File: src/rtl/spi_enc_pkg.sv
// Shared types, legal parameter limits and the stuck-frame check for the
// SPI absolute-encoder master.
package spi_enc_pkg;

  typedef enum logic [2:0] {IDLE, SETUP, SHIFT, DONE, GAP} spi_state_e;

  localparam int FRAME_BITS_MIN = 2;
  localparam int FRAME_BITS_MAX = 32;
  localparam int CLK_DIV_MIN    = 4;
  localparam int CS_SETUP_MIN   = 1;
  localparam int CS_GAP_MIN     = 1;

  // A frame whose low nbits are all 0 or all 1 means a dead or shorted line.
  function automatic logic frame_is_stuck(input logic [FRAME_BITS_MAX-1:0] frame,
                                          input int unsigned nbits);
    logic [FRAME_BITS_MAX-1:0] mask;
    mask = (nbits >= FRAME_BITS_MAX) ? '1
         : ((FRAME_BITS_MAX'(1) << nbits) - FRAME_BITS_MAX'(1));
    return ((frame & mask) == '0) || ((frame & mask) == mask);
  endfunction

endpackage

File: src/rtl/spi_encoder_master_if.sv
// Host-side and pin-side signals of the encoder master, bundled.
interface spi_encoder_master_if #(
  parameter int FRAME_BITS = 24,
  parameter int DATA_W     = 19
);
  logic                  enable;
  logic                  continuous;
  logic                  miso;
  logic                  sck;
  logic                  cs_n;
  logic [FRAME_BITS-1:0] frame_raw;
  logic [DATA_W-1:0]     pos_val;
  logic                  data_valid;
  logic                  err_stuck;
  logic                  busy;

  modport master (
    input  enable, continuous, miso,
    output sck, cs_n, frame_raw, pos_val, data_valid, err_stuck, busy
  );

  modport slave (
    output enable, continuous, miso,
    input  sck, cs_n, frame_raw, pos_val, data_valid, err_stuck, busy
  );
endinterface

File: src/rtl/spi_sck_gen.sv
// SCK generator: half-period tick counter with leading/trailing strobes.
// lead_o marks the end of a full bit period; sck only swings to the active
// level there when hold_i is low (i.e. another bit follows).
module spi_sck_gen
  import spi_enc_pkg::*;
#(
  parameter int CLK_DIV = 50,
  parameter bit CPOL    = 1'b1
) (
  input  logic clk,
  input  logic rst,
  input  logic start_i,
  input  logic run_i,
  input  logic hold_i,
  output logic sck_o,
  output logic lead_o,
  output logic trail_o
);
  localparam int HW = $clog2(CLK_DIV);

  if (CLK_DIV < CLK_DIV_MIN) begin : g_bad_clk_div
    $error("spi_sck_gen: CLK_DIV below minimum");
  end

  logic [HW-1:0] half_cnt_q;
  logic          phase_q;
  logic          sck_q;
  logic          tick;

  assign tick    = run_i && (half_cnt_q == HW'(CLK_DIV - 1));
  assign lead_o  = tick && phase_q;
  assign trail_o = tick && !phase_q;
  assign sck_o   = sck_q;

  // Count half periods and toggle sck; idle at CPOL whenever not running.
  always_ff @(posedge clk) begin
    if (rst) begin
      half_cnt_q <= '0;
      phase_q    <= 1'b0;
      sck_q      <= CPOL;
    end else if (start_i) begin
      half_cnt_q <= '0;
      phase_q    <= 1'b0;
      sck_q      <= ~CPOL;
    end else if (run_i) begin
      if (tick) begin
        half_cnt_q <= '0;
        phase_q    <= ~phase_q;
        if (!phase_q) begin
          sck_q <= CPOL;
        end else if (!hold_i) begin
          sck_q <= ~CPOL;
        end
      end else begin
        half_cnt_q <= half_cnt_q + 1'b1;
      end
    end else begin
      half_cnt_q <= '0;
      phase_q    <= 1'b0;
      sck_q      <= CPOL;
    end
  end
endmodule

File: src/rtl/spi_encoder_master.sv
// SPI master polling an absolute encoder: frames CS_n/SCK, shifts in an
// MSB-first frame, extracts the position field and flags stuck lines.
module spi_encoder_master
  import spi_enc_pkg::*;
#(
  parameter int FRAME_BITS = 24,
  parameter int DATA_MSB   = 21,
  parameter int DATA_LSB   = 3,
  parameter int CLK_DIV    = 50,
  parameter int CS_SETUP   = 25,
  parameter int CS_GAP     = 100,
  parameter bit CPOL       = 1'b1
) (
  input  logic                 clk,
  input  logic                 rst,
  spi_encoder_master_if.master bus
);
  localparam int DATA_W  = DATA_MSB - DATA_LSB + 1;
  localparam int CNT_MAX = (CS_SETUP > CS_GAP) ? CS_SETUP : CS_GAP;
  localparam int CNT_W   = $clog2(CNT_MAX + 1);
  localparam int BIT_W   = $clog2(FRAME_BITS + 1);

  if (FRAME_BITS < FRAME_BITS_MIN || FRAME_BITS > FRAME_BITS_MAX) begin : g_bad_frame_bits
    $error("spi_encoder_master: FRAME_BITS out of range");
  end
  if (DATA_MSB >= FRAME_BITS) begin : g_bad_data_msb
    $error("spi_encoder_master: DATA_MSB must be below FRAME_BITS");
  end
  if (DATA_LSB < 0 || DATA_LSB > DATA_MSB) begin : g_bad_data_lsb
    $error("spi_encoder_master: DATA_LSB out of range");
  end
  if (CS_SETUP < CS_SETUP_MIN) begin : g_bad_cs_setup
    $error("spi_encoder_master: CS_SETUP below minimum");
  end
  if (CS_GAP < CS_GAP_MIN) begin : g_bad_cs_gap
    $error("spi_encoder_master: CS_GAP below minimum");
  end

  spi_state_e            state_q;
  logic                  cs_n_q;
  logic                  busy_q;
  logic                  data_valid_q;
  logic                  err_stuck_q;
  logic [CNT_W-1:0]      cnt_q;
  logic [BIT_W-1:0]      bit_cnt_q;
  logic [FRAME_BITS-1:0] shreg_q;
  logic [FRAME_BITS-1:0] frame_raw_q;
  logic [DATA_W-1:0]     pos_val_q;
  logic [1:0]            miso_sync_q;

  logic sck;
  logic sck_lead;
  logic sck_trail;
  logic sck_start;
  logic sck_run;
  logic sck_hold;
  logic frame_stuck;

  assign sck_start   = (state_q == SETUP) && (cnt_q == CNT_W'(CS_SETUP - 1));
  assign sck_run     = (state_q == SHIFT);
  assign sck_hold    = (bit_cnt_q == BIT_W'(FRAME_BITS));
  assign frame_stuck = frame_is_stuck(FRAME_BITS_MAX'(shreg_q), FRAME_BITS);

  spi_sck_gen #(
    .CLK_DIV (CLK_DIV),
    .CPOL    (CPOL)
  ) u_sck_gen (
    .clk     (clk),
    .rst     (rst),
    .start_i (sck_start),
    .run_i   (sck_run),
    .hold_i  (sck_hold),
    .sck_o   (sck),
    .lead_o  (sck_lead),
    .trail_o (sck_trail)
  );

  // Two-flop synchroniser for the asynchronous encoder data line.
  always_ff @(posedge clk) begin
    if (rst) miso_sync_q <= '0;
    else     miso_sync_q <= {miso_sync_q[0], bus.miso};
  end

  // Frame sequencer with registered chip select, status and result outputs.
  always_ff @(posedge clk) begin
    if (rst) begin
      state_q      <= IDLE;
      cs_n_q       <= 1'b1;
      busy_q       <= 1'b0;
      data_valid_q <= 1'b0;
      err_stuck_q  <= 1'b0;
      cnt_q        <= '0;
      bit_cnt_q    <= '0;
      shreg_q      <= '0;
      frame_raw_q  <= '0;
      pos_val_q    <= '0;
    end else begin
      data_valid_q <= 1'b0;
      case (state_q)
        IDLE: begin
          if (bus.enable || bus.continuous) begin
            state_q   <= SETUP;
            cs_n_q    <= 1'b0;
            busy_q    <= 1'b1;
            cnt_q     <= '0;
            bit_cnt_q <= '0;
          end
        end
        SETUP: begin
          if (sck_start) state_q <= SHIFT;
          else           cnt_q   <= cnt_q + 1'b1;
        end
        SHIFT: begin
          if (sck_trail) begin
            shreg_q   <= {shreg_q[FRAME_BITS-2:0], miso_sync_q[1]};
            bit_cnt_q <= bit_cnt_q + 1'b1;
          end
          // The bit period after the last trailing edge is the CS hold time.
          if (sck_lead && sck_hold) begin
            state_q <= DONE;
            cs_n_q  <= 1'b1;
          end
        end
        DONE: begin
          frame_raw_q  <= shreg_q;
          data_valid_q <= 1'b1;
          err_stuck_q  <= frame_stuck;
          if (!frame_stuck) pos_val_q <= shreg_q[DATA_MSB:DATA_LSB];
          state_q      <= GAP;
          cnt_q        <= '0;
        end
        GAP: begin
          if (cnt_q == CNT_W'(CS_GAP - 1)) begin
            state_q <= IDLE;
            busy_q  <= 1'b0;
          end else begin
            cnt_q <= cnt_q + 1'b1;
          end
        end
        default: begin
          state_q <= IDLE;
          cs_n_q  <= 1'b1;
          busy_q  <= 1'b0;
        end
      endcase
    end
  end

  assign bus.sck        = sck;
  assign bus.cs_n       = cs_n_q;
  assign bus.frame_raw  = frame_raw_q;
  assign bus.pos_val    = pos_val_q;
  assign bus.data_valid = data_valid_q;
  assign bus.err_stuck  = err_stuck_q;
  assign bus.busy       = busy_q;
endmodule

File: src/flat_wrapper.sv
// flat-port wrapper written by rule: the top's interface ports become plain ports
module spi_encoder_master_flat import spi_enc_pkg::*;
#(
  parameter int FRAME_BITS = 24,
  parameter int DATA_MSB   = 21,
  parameter int DATA_LSB   = 3,
  parameter int CLK_DIV    = 50,
  parameter int CS_SETUP   = 25,
  parameter int CS_GAP     = 100,
  parameter bit CPOL       = 1'b1
)
  (clk, rst, bus_enable, bus_continuous, bus_miso, bus_sck, bus_cs_n, bus_frame_raw, bus_pos_val, bus_data_valid, bus_err_stuck, bus_busy);
  spi_encoder_master_if #(.FRAME_BITS(FRAME_BITS), .DATA_W((19))) bus_i ();
  input  logic clk;
  input  logic rst;
  input wire logic [$bits(bus_i.enable)-1:0] bus_enable;
  input wire logic [$bits(bus_i.continuous)-1:0] bus_continuous;
  input wire logic [$bits(bus_i.miso)-1:0] bus_miso;
  output wire logic [$bits(bus_i.sck)-1:0] bus_sck;
  output wire logic [$bits(bus_i.cs_n)-1:0] bus_cs_n;
  output wire logic [$bits(bus_i.frame_raw)-1:0] bus_frame_raw;
  output wire logic [$bits(bus_i.pos_val)-1:0] bus_pos_val;
  output wire logic [$bits(bus_i.data_valid)-1:0] bus_data_valid;
  output wire logic [$bits(bus_i.err_stuck)-1:0] bus_err_stuck;
  output wire logic [$bits(bus_i.busy)-1:0] bus_busy;
  assign bus_i.enable = bus_enable;
  assign bus_i.continuous = bus_continuous;
  assign bus_i.miso = bus_miso;
  assign bus_sck = bus_i.sck;
  assign bus_cs_n = bus_i.cs_n;
  assign bus_frame_raw = bus_i.frame_raw;
  assign bus_pos_val = bus_i.pos_val;
  assign bus_data_valid = bus_i.data_valid;
  assign bus_err_stuck = bus_i.err_stuck;
  assign bus_busy = bus_i.busy;
  spi_encoder_master #(.FRAME_BITS(FRAME_BITS), .DATA_MSB(DATA_MSB), .DATA_LSB(DATA_LSB), .CLK_DIV(CLK_DIV), .CS_SETUP(CS_SETUP), .CS_GAP(CS_GAP), .CPOL(CPOL)) u_core (.clk(clk), .rst(rst), .bus(bus_i));
endmodule
File: config.mk
export PLATFORM = sky130hd
export DESIGN_NAME = spi_encoder_master_flat
export DESIGN_NICKNAME = d
export VERILOG_FILES = /design/src/rtl/spi_enc_pkg.sv /design/src/rtl/spi_encoder_master_if.sv /design/src/rtl/spi_sck_gen.sv /design/src/rtl/spi_encoder_master.sv /design/src/flat_wrapper.sv
export SDC_FILE = /design/constraint.sdc
export NUM_CORES = 1
export LEC_CHECK = 0
export ABC_AREA = 0
export BUFFER_PORTS_ARGS = -buffer_cell sky130_fd_sc_hd__buf_2
export CORE_ASPECT_RATIO = 0.75
export CORE_MARGIN = 4
export CORE_UTILIZATION = 35
export CTS_CLUSTER_SIZE = 16
export DETAILED_ROUTE_END_ITERATION = 8
export GPL_TIMING_DRIVEN = 0
export SYNTH_ARGS = -nofsm -noshare
export SYNTH_HDL_FRONTEND = slang
export SYNTH_HIERARCHICAL = 1
export SYNTH_SLANG_ARGS = --single-unit
File: constraint.sdc
create_clock -name clk -period 5.6 [get_ports clk]
set_input_delay 0.28 -clock clk [delete_from_list [all_inputs] [get_ports clk]]
set_output_delay 0.28 -clock clk [all_outputs]
set_load 0.03 [all_outputs]
==> results of run 1 <==
-- routing by layer --
metal,vias to the layer above,share of wire,global-route usage,wire length [µm]
met1,1581,0.51,0.205,4920
met2,55,0.44,0.234,4190
met3,11,0.045,0.0519,436
li1,1730,-,-,-
met5,-,0,0,0
met4,0,0.0079,0.0395,76
-- cell families after synthesis --
family | count (synthesis) | share of synthesized area
flip-flops | 96 | 0.479
AND/OR/NAND/NOR | 225 | 0.281
adder cells (fa/ha/maj) | 6 | 0.0187
multiplexers | 21 | 0.0524
XOR/XNOR | 7 | 0.0153
buffers and inverters | 37 | 0.0377
AO/OA/AOI/OAI | 79 | 0.116
-- stage by stage --
stage | setup slack [ps] | total power, mW
2_1_floorplan | 2940 | 0.740
3_3_place_gp | 2450 | 0.754
3_5_place_dp | 2400 | 0.755
4_1_cts | 2370 | 1.37
5_1_grt | 1990 | 1.41
6_report | 2410 | 1.35
-- flip-flops by register name, indices dropped and copies added, names as in the netlist, 2 cells and up --
register,count
u_core/cnt_q,7
u_core/u_sck_gen/half_cnt_q,6
u_core/shreg_q,24
u_core/bit_cnt_q,5
u_core/bus.frame_raw,24
u_core/bus.pos_val,19
u_core/state_q,3
u_core/miso_sync_q,2
-- where the power goes --
part | internal (mW) | total, mW | leakage, nW | switching (mW)
clock network | 0.369 | 0.615 | 0.150 | 0.246
registers | 0.687 | 0.691 | 0.775 | 0.00364
logic | 0.0186 | 0.0489 | 0.797 | 0.0303
-- area by class of cell --
| type | count | share of cell area |
|---|---|---|
| Sequential cell | 96 | 0.405 |
| Tap cell | 140 | 0.0369 |
| Clock buffer | 13 | 0.0548 |
| Timing Repair Buffer | 52 | 0.0548 |
| Clock inverter | 3 | 0.00843 |
| Buffer | 27 | 0.0240 |
| Inverter | 10 | 0.00790 |
| Multi-Input combinational cell | 338 | 0.409 |
-- how the worst max path moves through the flow --
stage                          endpoint  slack (ps)  cells after the start         startpoint
floorplan           u_core/bit_cnt_q[3]        2940                     10  u_core/state_q[1]
global placement    u_core/bit_cnt_q[3]        2450                     10  u_core/state_q[1]
detailed placement  u_core/bit_cnt_q[4]        2400                     10  u_core/state_q[1]
CTS                 u_core/bit_cnt_q[4]        2370                     10  u_core/state_q[1]
global route        u_core/bit_cnt_q[4]        1990                     10  u_core/state_q[1]
finish              u_core/bit_cnt_q[4]        2410                     10  u_core/state_q[1]
-- worst max-delay path: cells and delay by family (launching register included) --
family,cells,cell delay [ps]
buffers and inverters,3,590
AOI/OAI and AO/OA,1,650
and+or+nand+nor,5,1350
xor gates and xnor gates,1,180
DFF,1,310
-- cells in the mapped netlist, types with 3 or more instances --
cell,number,share of area
nand4_1,11,0.017
ha_1,6,0.019
nand3_1,9,0.011
dfxtp_1,96,0.48
buf_2,4,0.0050
o21ai_1,5,0.0062
nor2b_1,3,0.0047
clkbuf_1,20,0.019
inv_1,9,0.0084
nor4_1,9,0.014
nand2b_1,40,0.062
nor3_1,5,0.0062
mux2i_1,21,0.052
nand2_1,104,0.097
xor2_1,4,0.0087
or3_1,3,0.0047
a31oi_1,3,0.0047
a21oi_1,56,0.070
nor2_1,21,0.020
xnor2_1,3,0.0065
==> metrics.yaml, run 1 <==
end_kind: "flop"
grt_max_degree: 15
synth_seq_area_share: 0.479
required_ps: 5830
dieArea_um2: 13300
setup_tns_ps: 0
rrSetupSlack_ps: 2410
p_per_area_nw_per_um2: 285
cts_tree: "built"
holdBufCountCts: 0
place.detailed.hpwl_mm: 7.05
place_inst: 663
final_cell_area_um2: 4750
drv_slew: 0
io_pins: 53
ys.flop_type: "dfxtp_1"
final_core_util: 0.429
p_leak_nw: 1.72
yosys_warnings: 6
grt_pass1_wl_mm: 16.4
place.port_buffers: 52
n_antenna_cell: 0
fin_nets: 545
cts_setup_buffers: 0
grt_use_total: 0.152
ctsLongestPathBuffers: 2
path_cells: "clkbuf_1 > inv_2 > nor3_1 > inv_1 > nor4_1 > nor2b_1 > a2111oi_2 > nand4_1 > xor2_1 > nor2_1"
nFillCells: 1144
holdPathStages: 2
area_delta_synth_final_pct: 18.3
ys_ff_latch: 96
final_cell_mix: "nand2_1, dfxtp_1, buf_2, a21oi_1, nand2b_1"
skew_ps: 6.74
grt_pass1_vias: 3296
routedWlPerCell_um: 14.2
row_count: 33
fp.dieW_um: 132
critical_path_class: "flop to flop"
max_cap_viol_count: 0
finalNonFillerCells: 679
rr_endpoint: "u_core/bit_cnt_q[4]"
design.core.area_um2: 11100
worst_pin_slew_ps: 639
cts_htree_levels: 3
reg2reg_depth: 10
place_area_um2: 4450
crit_path_start_kind: "flop"
gp_congestion: 0.825
synthCells: 471
cts.repair.resized: 0
fin_crit_ps: 3190
root_buffer: "clkbuf_16"
finalCritPeriodShare: 0.570
hold_path_startpoint: "bus_miso"
status: "finished, final reports clean"
slew-limit-headroom: 0.573
hold_path_end: "u_core/miso_sync_q[0]"
synth.distinct_cells: 50
cts.clk_slew.worst_paths_ps: 60
setup-violations-final: 0
layout_commonest_cell: "nand2_1"
hp-class: "input port to flop"
critPathSlowestCell: "a2111oi_2"
synth_area_per_cell_um2: 8.52
drtPass1Iterations: 5
syn-num-nets: 482
drc_errors: 0
drt-initial-drc-count: 168
slowest_delay_ps: 650
synthArstFlopShare: 0
antenna_found_initial: 0
drive_gt1_frac: 0.154
wl_mm: 9.62
insertion_delay_ps: 340
start_util: 0.363
die_height_um: 101
timing.final.hold_violations: 0
grt_overflow: 0
r2r_start: "u_core/state_q[1]"
via_per_inst: 4.97
cts.sinks: 96
cp.arrival_ps: 3420
grt_setup_unrepaired: "false"
final_antenna_net_count: 0
multi_input_area_um2: 1940
vdd_drop_max_uv: 138
via_count: 3377
synth-edff-count: 0
hold-worst-slack_ps: 156
cts-buffers-inserted: 9
maxClockFrequency_mhz: 313
netlist_area_um2: 4020
seq_area_um2: 1920
crit_path_max_fanout: 10
Power figures use the tool's default switching activity.
==> run 2, diff against run 1 <==
Clock period 5.6 ns to 3 ns, I/O delays scaled along.
==> metrics.yaml, run 2 (synthesis gave the netlist of run 1 again) <==
status: "finished, final reports clean"
p_seq_frac: 0.510  # about the same
row_count: 33  # unchanged
drtPass1Iterations: 5  # unchanged
power.share.clock: 0.453  # about the same
drc_errors: 0  # unchanged
io_pins: 53  # unchanged
root_buffer: "clkbuf_16"
area_delta_synth_final_pct: 19.1
design.core.area_um2: 11100  # unchanged
place.port_buffers: 52  # unchanged
finalCritPeriodShare: 0.899  # +0.329
cts_tree: "built"
reg2reg_depth: 10  # unchanged
n_antenna_cell: 0  # unchanged
place.detailed.hpwl_mm: 7.05  # unchanged
fp.dieW_um: 132  # unchanged
insertion_delay_ps: 340  # about the same
via_per_inst: 5.00  # +0.56%
wl_mm: 9.66  # +0.43%
crit_path_start_kind: "flop"
switchingPower_mw: 0.522  # +87%
r2r_start: "u_core/state_q[1]"
timing.final.hold_violations: 0  # unchanged
maxClockFrequency_mhz: 371  # +18%
holdPathStages: 2  # unchanged
cts-buffers-inserted: 9  # unchanged
layout_commonest_cell: "nand2_1"
final_antenna_net_count: 0  # unchanged
final_cell_mix: "nand2_1, dfxtp_1, buf_2, a21oi_1, nand2b_1"
routedWlPerCell_um: 14.2  # +0.43%
grt_overflow: 0  # unchanged
fin_crit_ps: 2700  # -495 ps
vdd_drop_max_uv: 258  # +86%
cts_htree_levels: 3  # unchanged
nFillCells: 1141  # -0.26%
grt_setup_unrepaired: "false"
worstSetupEndpoint: "u_core/bit_cnt_q[4]"
drv_slew: 0  # unchanged
die_height_um: 101  # unchanged
cp.arrival_ps: 2930  # -490 ps
start_util: 0.363  # unchanged
path_cells: "clkbuf_1 > inv_2 > nor3_2 > inv_1 > nor4_4 > nor2b_1 > a2111oi_4 > nand4_1 > xor2_1 > nor2_1"
critPathSlowestCell: "a2111oi_4"
place_inst: 663  # unchanged
p_per_area_nw_per_um2: 529  # +85%
switching_share: 0.206  # about the same
slowest_delay_ps: 490  # -160 ps
grt_max_degree: 15  # unchanged
grt_pass1_wl_mm: 16.4  # +0.13%
final_core_util: 0.432  # +0.00294
dieArea_um2: 13300  # unchanged
grt_pass1_vias: 3297  # +0.030%
cts.clk_slew.worst_paths_ps: 60  # about the same
ctsLongestPathBuffers: 2  # unchanged
worst_pin_slew_ps: 524  # -115 ps
cts.sinks: 96  # unchanged
rr_endpoint: "u_core/bit_cnt_q[4]"
drive_gt1_frac: 0.158  # +0.00371
hp-class: "input port to flop"
via_count: 3396  # +0.56%
crit_start: "u_core/state_q[1]"
end_kind: "flop"
fin_nets: 545  # unchanged
holdBufCountCts: 0  # unchanged
skew_ps: 7.09  # +0.353 ps
grt_use_total: 0.152  # +0.000323
max_cap_viol_count: 0  # unchanged
slew-limit-headroom: 0.651  # +0.0777
antenna_found_initial: 0  # unchanged
finalNonFillerCells: 679  # unchanged
required_ps: 3230  # -2600 ps
gp_congestion: 0.825  # unchanged
critical_path_class: "flop to flop"
drt-initial-drc-count: 191  # +14%
setup-violations-final: 0  # unchanged
crit_path_max_fanout: 10  # unchanged
rrSetupSlack_ps: 300  # -2110 ps
p_leak_nw: 1.72  # +0.17%
intPower_mw: 2.01  # +87%
p_comb_frac: 0.037  # about the same
==> run 2: cell counts in the layout (fill, tap and decap cells not counted) <==
No cell type changed its count.
==> run 2: how the worst min path moves through the flow <==
stage / from / end / slack (ps)
final: bus_miso / u_core/miso_sync_q[0] / 30
after global routing: bus_miso / u_core/miso_sync_q[0] / 10
after CTS: bus_miso / u_core/miso_sync_q[0] / 9
after detailed placement: bus_miso / u_core/miso_sync_q[0] / 370
after global placement: bus_miso / u_core/miso_sync_q[0] / 380
after floorplan: rst / u_core/u_sck_gen/sck_o / 240
==> run 2: layout make-up <==
class	instances	area, µm²	area share
plain buffers	27	114	0.0238
clock buffers	13	260	0.0544
multi-input cells	338	1970	0.413
flip-flops and latches	96	1920	0.402
inverters	10	37.5	0.00785
repair buffers	52	260	0.0544
well taps	140	175	0.0366
clock inverters	3	40.0	0.00837
==> run 2: power by group through the flow <==
stage / Sequential [mW] / Combinational [mW] / Clock (mW)
3_5_place_dp: 1.32 / 0.0915 / 0
6_report: 1.29 / 0.0930 / 1.15
5_1_grt: 1.29 / 0.103 / 1.24
2_1_floorplan: 1.32 / 0.0609 / 0
3_3_place_gp: 1.32 / 0.0895 / 0
4_1_cts: 1.29 / 0.0936 / 1.18
==> run 2: what timing repair did <==
item | in CTS | in global routing
endpoints found under the hold margin | 0 | 0
setup endpoints to repair | 5 | 25
setup buffers | 0 | 0
cloned | 0 | 0
gates resized for setup | 2 | 2
==> run 2: worst max-delay path: cells and delay by family, from the launching register on <==
family / cells / cell delay, ps
AND/OR/NAND/NOR: 5 / 1010
flip-flops: 1 / 310
AO/OA/AOI/OAI: 1 / 490
buffers and inverters: 3 / 610
XOR/XNOR: 1 / 170
==> run 2: per-layer routing <==
metal / part of all wire / global-route usage / up-vias
met2: 0.44 / 0.235 / 65
met4: 0.0095 / 0.0404 / 0
met3: 0.048 / 0.0519 / 13
met5: 0 / 0 / -
li1: - / - / 1731
met1: 0.50 / 0.205 / 1587
==> run 2: metrics by stage <==
stage / hold slack (ps) / worst slack, ps / power, mW / TNS (ps) / area [µm²]
2_1_floorplan: 242 / 338 / 1.38 / 0 / 4020
3_3_place_gp: 379 / -148 / 1.41 / -436 / 4450
3_5_place_dp: 371 / -201 / 1.41 / -632 / 4450
4_1_cts: 9.44 / 67.7 / 2.56 / 0 / 4770
5_1_grt: 12.2 / 14.6 / 2.63 / 0 / 4780
6_report: 25.9 / 304 / 2.53 / 0 / 4780
